### src/rtl/scemi_msg_out_packer.sv
// Packs transactor words into SCE-MI output messages, with a flush path for
// partial messages and a show-ahead message FIFO in front of the output port.
module scemi_msg_out_packer #(
  parameter int unsigned DataWidth   = 32,
  parameter int unsigned WordsPerMsg = 4,
  parameter int unsigned FifoDepth   = 4,
  parameter int unsigned PortWidth   = DataWidth * WordsPerMsg + 8
) (
  input  logic                         Uclock,
  input  logic                         Ureset,
  input  logic                         in_valid,
  output logic                         in_ready,
  input  logic [DataWidth-1:0]         in_data,
  input  logic                         flush,
  output logic                         TransmitReady,
  input  logic                         ReceiveReady,
  output logic [PortWidth-1:0]         Message,
  output logic [$clog2(FifoDepth):0]   fifo_level
);

  localparam int unsigned PackW  = DataWidth * WordsPerMsg;
  localparam int unsigned AddrW  = $clog2(FifoDepth);
  localparam int unsigned LevelW = AddrW + 1;
  localparam int unsigned FillW  = 8;

  logic [PackW-1:0]     pack_q;
  logic [FillW-1:0]     fill_q;
  logic                 flush_pending_q;
  logic [PortWidth-1:0] mem_q [FifoDepth];
  logic [AddrW-1:0]     wr_ptr_q;
  logic [AddrW-1:0]     rd_ptr_q;
  logic [LevelW-1:0]    level_q;

  logic                 fifo_full;
  logic                 last_slot;
  logic                 accept;
  logic                 complete;
  logic                 flush_emit;
  logic                 push;
  logic                 pop;
  logic [PackW-1:0]     pack_c;
  logic [PortWidth-1:0] push_msg;

  // Handshake and push/pop decisions, all from registered state plus inputs
  always_comb begin
    fifo_full  = (level_q == LevelW'(FifoDepth));
    last_slot  = (fill_q == FillW'(WordsPerMsg - 1));
    in_ready   = !flush_pending_q && !(last_slot && fifo_full);
    accept     = in_valid && in_ready;
    complete   = accept && last_slot;
    flush_emit = flush_pending_q && (fill_q != '0) && !fifo_full;
    push       = complete || flush_emit;
    pop        = TransmitReady && ReceiveReady;
  end

  // Packer register with the incoming word dropped into slot fill
  always_comb begin
    pack_c = pack_q;
    for (int k = 0; k < int'(WordsPerMsg); k++) begin
      if (accept && (fill_q == FillW'(k))) begin
        pack_c[k*DataWidth +: DataWidth] = in_data;
      end
    end
    push_msg = {(complete ? FillW'(WordsPerMsg) : fill_q), pack_c};
  end

  // Show-ahead outputs straight from FIFO storage
  always_comb begin
    TransmitReady = (level_q != '0);
    Message       = mem_q[rd_ptr_q];
    fifo_level    = level_q;
  end

  // Packer fill state and flush request tracking
  always_ff @(posedge Uclock or negedge Ureset) begin
    if (!Ureset) begin
      pack_q          <= '0;
      fill_q          <= '0;
      flush_pending_q <= 1'b0;
    end else begin
      if (push) begin
        pack_q <= '0;
        fill_q <= '0;
      end else begin
        pack_q <= pack_c;
        if (accept) fill_q <= fill_q + FillW'(1);
      end
      // A pending flush retires once the partial message is out, or at once if empty
      if (flush_pending_q) begin
        if ((fill_q == '0) || flush_emit) flush_pending_q <= 1'b0;
      end else begin
        flush_pending_q <= flush;
      end
    end
  end

  // Message FIFO storage, pointers and occupancy
  always_ff @(posedge Uclock or negedge Ureset) begin
    if (!Ureset) begin
      for (int i = 0; i < int'(FifoDepth); i++) mem_q[i] <= '0;
      wr_ptr_q <= '0;
      rd_ptr_q <= '0;
      level_q  <= '0;
    end else begin
      if (push) begin
        mem_q[wr_ptr_q] <= push_msg;
        wr_ptr_q        <= wr_ptr_q + AddrW'(1);
      end
      if (pop) rd_ptr_q <= rd_ptr_q + AddrW'(1);
      case ({push, pop})
        2'b10:   level_q <= level_q + LevelW'(1);
        2'b01:   level_q <= level_q - LevelW'(1);
        default: level_q <= level_q;
      endcase
    end
  end

endmodule

### config.mk
export PLATFORM = sky130hd
export DESIGN_NAME = scemi_msg_out_packer
export DESIGN_NICKNAME = d
export VERILOG_FILES = /design/src/rtl/scemi_msg_out_packer.sv
export SDC_FILE = /design/constraint.sdc
export NUM_CORES = 1
export LEC_CHECK = 0
export CAP_MARGIN = 10
export CORE_ASPECT_RATIO = 1.25
export CORE_MARGIN = 4
export CORE_UTILIZATION = 40
export DETAILED_ROUTE_END_ITERATION = 6
export PLACE_DENSITY = 0.61
export RECOVER_POWER = 100
export SETUP_SLACK_MARGIN = 0.02
export SYNTH_ARGS = -nofsm -noshare
export SYNTH_HDL_FRONTEND = slang
export SYNTH_SLANG_ARGS = --single-unit
### constraint.sdc
create_clock -name Uclock -period 3.3 [get_ports Uclock]
set_input_delay 0.33 -clock Uclock [delete_from_list [all_inputs] [get_ports Uclock]]
set_output_delay 0.33 -clock Uclock [all_outputs]
set_load 0.005 [all_outputs]
### Yosys cells after proc, flatten, opt, wreduce, memory -nomap -nowiden

Cells that the tools add are included.

* $add $sub $neg: 5
* magnitude comparators: 3
* equal/unequal tests: 6
* multiplexer cells: 17
* bitwise logic cells: 2
* reduce and logical (&&, ||, !) cells: 21

Operators by type and width (count)
* bitwise mux 544 bit: 1
* two-way mux 136 bit: 3
* binary-select mux 136 bit (select 2 bit): 1
* demux 136 bit (select 2 bit): 1
* two-way mux 128 bit: 1
* two-way mux 32 bit: 4
* two-way mux 8 bit: 3
* == test 8 x 2 -> 1 bit (second input constant): 2
* logical AND 1 bit: 11
* adder 8 x 1 -> 8 bit (second input constant): 1
* == test 8 x 1 -> 1 bit (second input constant): 1
* zero test 8 bit: 1
* nonzero test 8 bit: 1
* greater-or-equal comparator 3 bit (second input constant): 2
* inverter 2 -> 3 bit: 2
* one-hot mux 3 bit (2 select lines): 1
* adder 2 x 1 -> 2 bit (second input constant): 2
* nonzero test 2 bit: 2
* adder 3 x 1 -> 3 bit (second input constant): 1
* == test 3 bit (second input constant): 1
* zero test 1 bit: 3
* less-than comparator 3 x 1 -> 1 bit (second input constant): 1
* nonzero test 3 bit: 1
* subtractor 3 x 1 -> 3 bit (second input constant): 1
* other kinds (4): 6

* flip-flop bits (word level): 688
* input port bits: 37
* logic and storage cells: 64

### Longest topological paths before layout

* depth after elaboration: 9
* gate-level depth with buffers: 14
* gate-level depth less buffers: 12

### Worst setup path after synthesis

OpenSTA, ideal clock, no wires.

* kind: reg2reg
* start point: reg fill_q[6]
* end point: reg level_q[2] (netlist: fifo_level[2])
* library setup time: 0.079 ns
* arrival: 2.782 ns
* required time: 3.221 ns
* slack: 0.439 ns
* stages on the path, launching flop included: 14
* clock period less this slack: 2.861 ns
* path through: dfrtp_1 -> clkbuf_2 -> nor4_4 -> a221o_2 -> nand2_1 -> buf_2 -> buf_2 -> inv_1 -> ha_1 -> inv_1 -> fa_1 -> xor2_1 -> nor2_1 -> xor2_1

* longest elaborated chain between the ends: 9

RTL lines
* from (decl): line 27 `logic [FillW-1:0] fill_q;`
* from (signal assigned): line 86 `if (accept) fill_q <= fill_q + FillW'(1);`
* == test 8 x 2 -> 1 bit: line 47 `last_slot = (fill_q == FillW'(WordsPerMsg - 1));`
* logical AND 1 bit: line 48 `in_ready = !flush_pending_q && !(last_slot && fifo_full);`
* zero test 1 bit: line 48
* logical AND 1 bit: line 48
* logical AND 1 bit: line 49 `accept = in_valid && in_ready;`
* logical AND 1 bit: line 50 `complete = accept && last_slot;`
* logical OR 1 bit *: line 52 `push = complete || flush_emit;`
* == test 2 x 1 -> 1 bit / == test 2 bit (equally long branches): line 110 `case ({push, pop})`
* one-hot mux 3 bit (2 select lines) / nonzero test 2 bit (equally long branches)
* to (signal assigned): line 111 `2'b10: level_q <= level_q + LevelW'(1);`
* to (signal assigned): line 112 `2'b01: level_q <= level_q - LevelW'(1);`
* to (signal assigned): line 113 `default: level_q <= level_q;`
* to (decl): line 32 `logic [LevelW-1:0] level_q;`

Every way passes the cells marked *; elsewhere a longest branch is shown, timed or not.
A chain may end at the register's enable or synchronous reset.

### Worst setup path after layout

* start point: reg rd_ptr_q[1]
* end point: out Message[113]

* longest elaborated chain between the ends: 4

RTL lines
* from (decl): line 31 `logic [AddrW-1:0] rd_ptr_q;`
* from (signal assigned): line 109 `if (pop) rd_ptr_q <= rd_ptr_q + AddrW'(1);`
* inverter 2 -> 3 bit (not written as such): line 70 `Message = mem_q[rd_ptr_q];`
* binary-select mux 136 bit (select 2 bit): line 70
* two-way mux 136 bit (not written as such) (2 in series): line 70
* to (decl): line 17 `output logic [PortWidth-1:0] Message,`

No other way between the ends. The select of a mux whose other input is x is not followed.

==> out/qor.csv <==
metric,value,unit
Worst EP arrival,2.82,ns
root buffer cell,clkbuf_16,
first-pass GRT wire length,116000,µm
Finished Core Util,0.481,
Rows,111,
dpl hpwl,46000,µm
Worst slew margin,-0.729,
Post-Place Setup Slack,0.371,ns
H-tree depth,3,
CP Launch Type,flop,
Die H,314,µm
share of cells above drive strength 1,0.473,
routed vias,16500,
leakage power,16.9,nW
Power Dens Cells,900,mW/mm²
DRC,0,
reg-to-reg endpoint,mem_q[24],
Worst VDD drop,0.000611,V
sw frac,0.308,
Post-CTS Resized,0,
Worst Path Required,2.97,ns
die area,0.0793,mm²
DRT Pass-1 Iters,4,
"flops & latches, synth",688,
grt ovf,0,
I/O Buffers,177,
Final setup viols,0,
"Async S/R FF share, synth",1.00,
RSZ-0062 raised after global routing,false,
Reg power frac,0.383,
Starting Density,0.406,
fin. max-slew vios,82,
largest cells by area after synthesis,"dfrtp_1, mux2_2, mux4_2, nor2b_1, buf_2",
clk slew on worst S/H paths,0.06,ns
period utilization,0.955,
Final nets,2085,
Sw Pwr,9.84,mW
Synth Flop Type,dfrtp_1,
Final Hold Vio Count,0,
Avg Inst Size Synth,16.2,µm²
buffer levels on the longest clock path,3,
synthesized net count,1889,
Hold Crit Start,flush,
drt wl/cell,24.4,µm
"EDFF count, synth",0,
CORE AREA,0.0737,mm²
flop-to-flop setup slack,0.24,ns
hold path cells,2,
Synth Warn #,0,
Worst Hold Class,input port to flop,
Antenna Cells,0,
initial antenna violation count,4,
setup TNS,0,ns
Critical Path End Type,output port,
Clock Latency Late Sink,0.61,ns
internal power,22.1,mW
area delta synth->final,18.6,%
CTS buffer count,72,
GRT Util Overall,0.191,
final worst slack,0.148,ns
die width,253,µm
Setup Skew,0.0208,ns
violated checks,"capacitance limit, slew limit",
post-route ant nets,0,
worst r2r src,fill_q[0],
mean number of vias per cell,5.40,
min Tclk post-route,3.15,ns
vias in the first global route,18300,
Initial DRC Count,744,
Clock Power Share,0.255,
pin count of the biggest net entering global routing,107,
Worst Hold End,flush_pending_q,
# clock sinks,688,
Mapped Area,0.0299,mm²
Gate Count Post-Synth,1842,
# IOs,178,
Post-Route WL,74400,µm
Worst Tran Pin Value,2.59,ns
share of the synthesized area in the top cell type,0.575,
"Seq/Total Area, Yosys",0.575,
leading area contributor after synthesis,dfrtp_1,
combinational share of power,0.362,
R2R depth,7,
type of the worst setup path,flop to output port,
Cell variety after synth,39,
FMAX,0.317,GHz
CTS tree,yes,
gpl congestion,0.768,
outcome,"finished, violations left",
CP max FO,46,
MaxCap Viol Count,1,
==> kinds of logic after synthesis <==
kind of cell,after synthesis,synth area share
AND/OR/NAND/NOR,168,0.0355
flip-flops,688,0.575
XOR/XNOR,11,0.00322
adder cells (fa/ha/maj),10,0.00443
buffers and inverters,141,0.0220
multiplexers,811,0.356
AO/OA/AOI/OAI,13,0.00322
==> cell usage after synthesis, types with 2 or more instances <==
| master | instances |
|---|---|
| nand4_2 | 2 |
| mux4_2 | 136 |
| mux2i_1 | 9 |
| and2_1 | 3 |
| and3b_1 | 3 |
| dfrtp_1 | 688 |
| buf_4 | 20 |
| buf_1 | 12 |
| xor2_1 | 6 |
| a31oi_1 | 2 |
| inv_1 | 19 |
| ha_1 | 9 |
| nand4_1 | 5 |
| mux2_2 | 666 |
| a21oi_1 | 2 |
| and3_1 | 32 |
| nor2b_1 | 98 |
| nand2_1 | 7 |
| buf_2 | 43 |
| a21boi_1 | 4 |
| xnor2_1 | 5 |
| clkbuf_1 | 46 |
| nor2_1 | 9 |
==> state kept, by name (all words and copies together) (netlist names) <==
signal,count
flush_pending_q,1
mem_q,544
rd_ptr_q,2
fill_q,8
fifo_level,3
pack_q,128
wr_ptr_q,2
==> timing repair <==
action	in CTS	in global routing
buffers inserted	0	0
hold endpoints to repair	71	0
hold buffers	1	0
==> layout by cell type (no fill, tap or decap), types with 2 or more instances in the layout <==
master,instances
nand2_1,6
dfrtp_4,2
dlygate4sd3_1,99
clkinv_2,17
and3b_1,3
xor2_1,6
xnor2_1,5
nand4_1,5
and2_1,2
inv_1,19
mux2_2,666
and3_1,32
clkbuf_1,21
inv_6,3
dfrtp_1,686
buf_4,12
clkbuf_16,77
ha_1,9
a31oi_1,2
buf_6,3
nor2b_1,98
nand4_4,2
bufinv_16,3
nor2_1,9
clkbuf_8,15
clkbuf_2,12
buf_12,21
a21boi_4,3
mux2i_1,9
mux4_2,136
a21oi_1,2
clkbuf_4,11
clkdlybuf4s50_1,78
==> metal layers <==
layer,wire length [µm],part of all wire,global-route usage,vias to the layer above
met5,17,0.00023,0,-
met4,1610,0.022,0.0518,2
met3,2680,0.036,0.0302,87
met2,37200,0.50,0.319,268
met1,33000,0.44,0.262,9005
li1,-,-,-,7109
==> layout make-up <==
type | instances | area [µm²]
Inverter | 19 | 71.3
Sequential cell | 688 | 17200
Tap cell | 960 | 1200
Timing Repair Buffer | 244 | 2490
Fill cell | 6257 | 38300
Multi-Input combinational cell | 1013 | 12100
Clock buffer | 105 | 2180
Clock inverter | 24 | 209
==> worst max-delay path by stage <==
stage               slack, ns       endpoint  cells after the start        start
floorplan                0.44  fifo_level[2]                     13    fill_q[6]
global placement         0.40      mem_q[50]                      7     in_valid
detailed placement       0.37      mem_q[72]                      7     in_valid
CTS                      0.19    Message[34]                      3  rd_ptr_q[0]
global route             0.07    Message[57]                      3  rd_ptr_q[0]
finish                   0.15   Message[113]                      3  rd_ptr_q[1]
==> per-stage QoR <==
step	hold slack [ns]	instance area, µm²	total power, mW	cells
global placement	0.420	33300	24.2	2923
global route	0.386	35500	33.8	3053
CTS	0.363	35700	32.9	3053
floorplan	0.0344	29900	19.4	1842
finish	0.403	35500	31.9	3053
detailed placement	0.428	33300	24.6	2923
==> critical path, cell delays in order, from the launching register on <==
cell,delay [ns]
dfrtp_4,0.45
buf_4,0.66
mux4_2,0.41
dlygate4sd3_1,0.66
==> power by group through the flow <==
| stage | logic [mW] | clock network [mW] | registers [mW] |
|---|---|---|---|
| finish | 11.6 | 8.15 | 12.2 |
| global route | 12.5 | 8.75 | 12.5 |
| CTS | 12.2 | 8.40 | 12.3 |
| detailed placement | 12.2 | 0 | 12.4 |
| global placement | 12.0 | 0 | 12.2 |
| floorplan | 7.51 | 0 | 11.9 |
No activity file was read; power rests on OpenSTA's default activity.
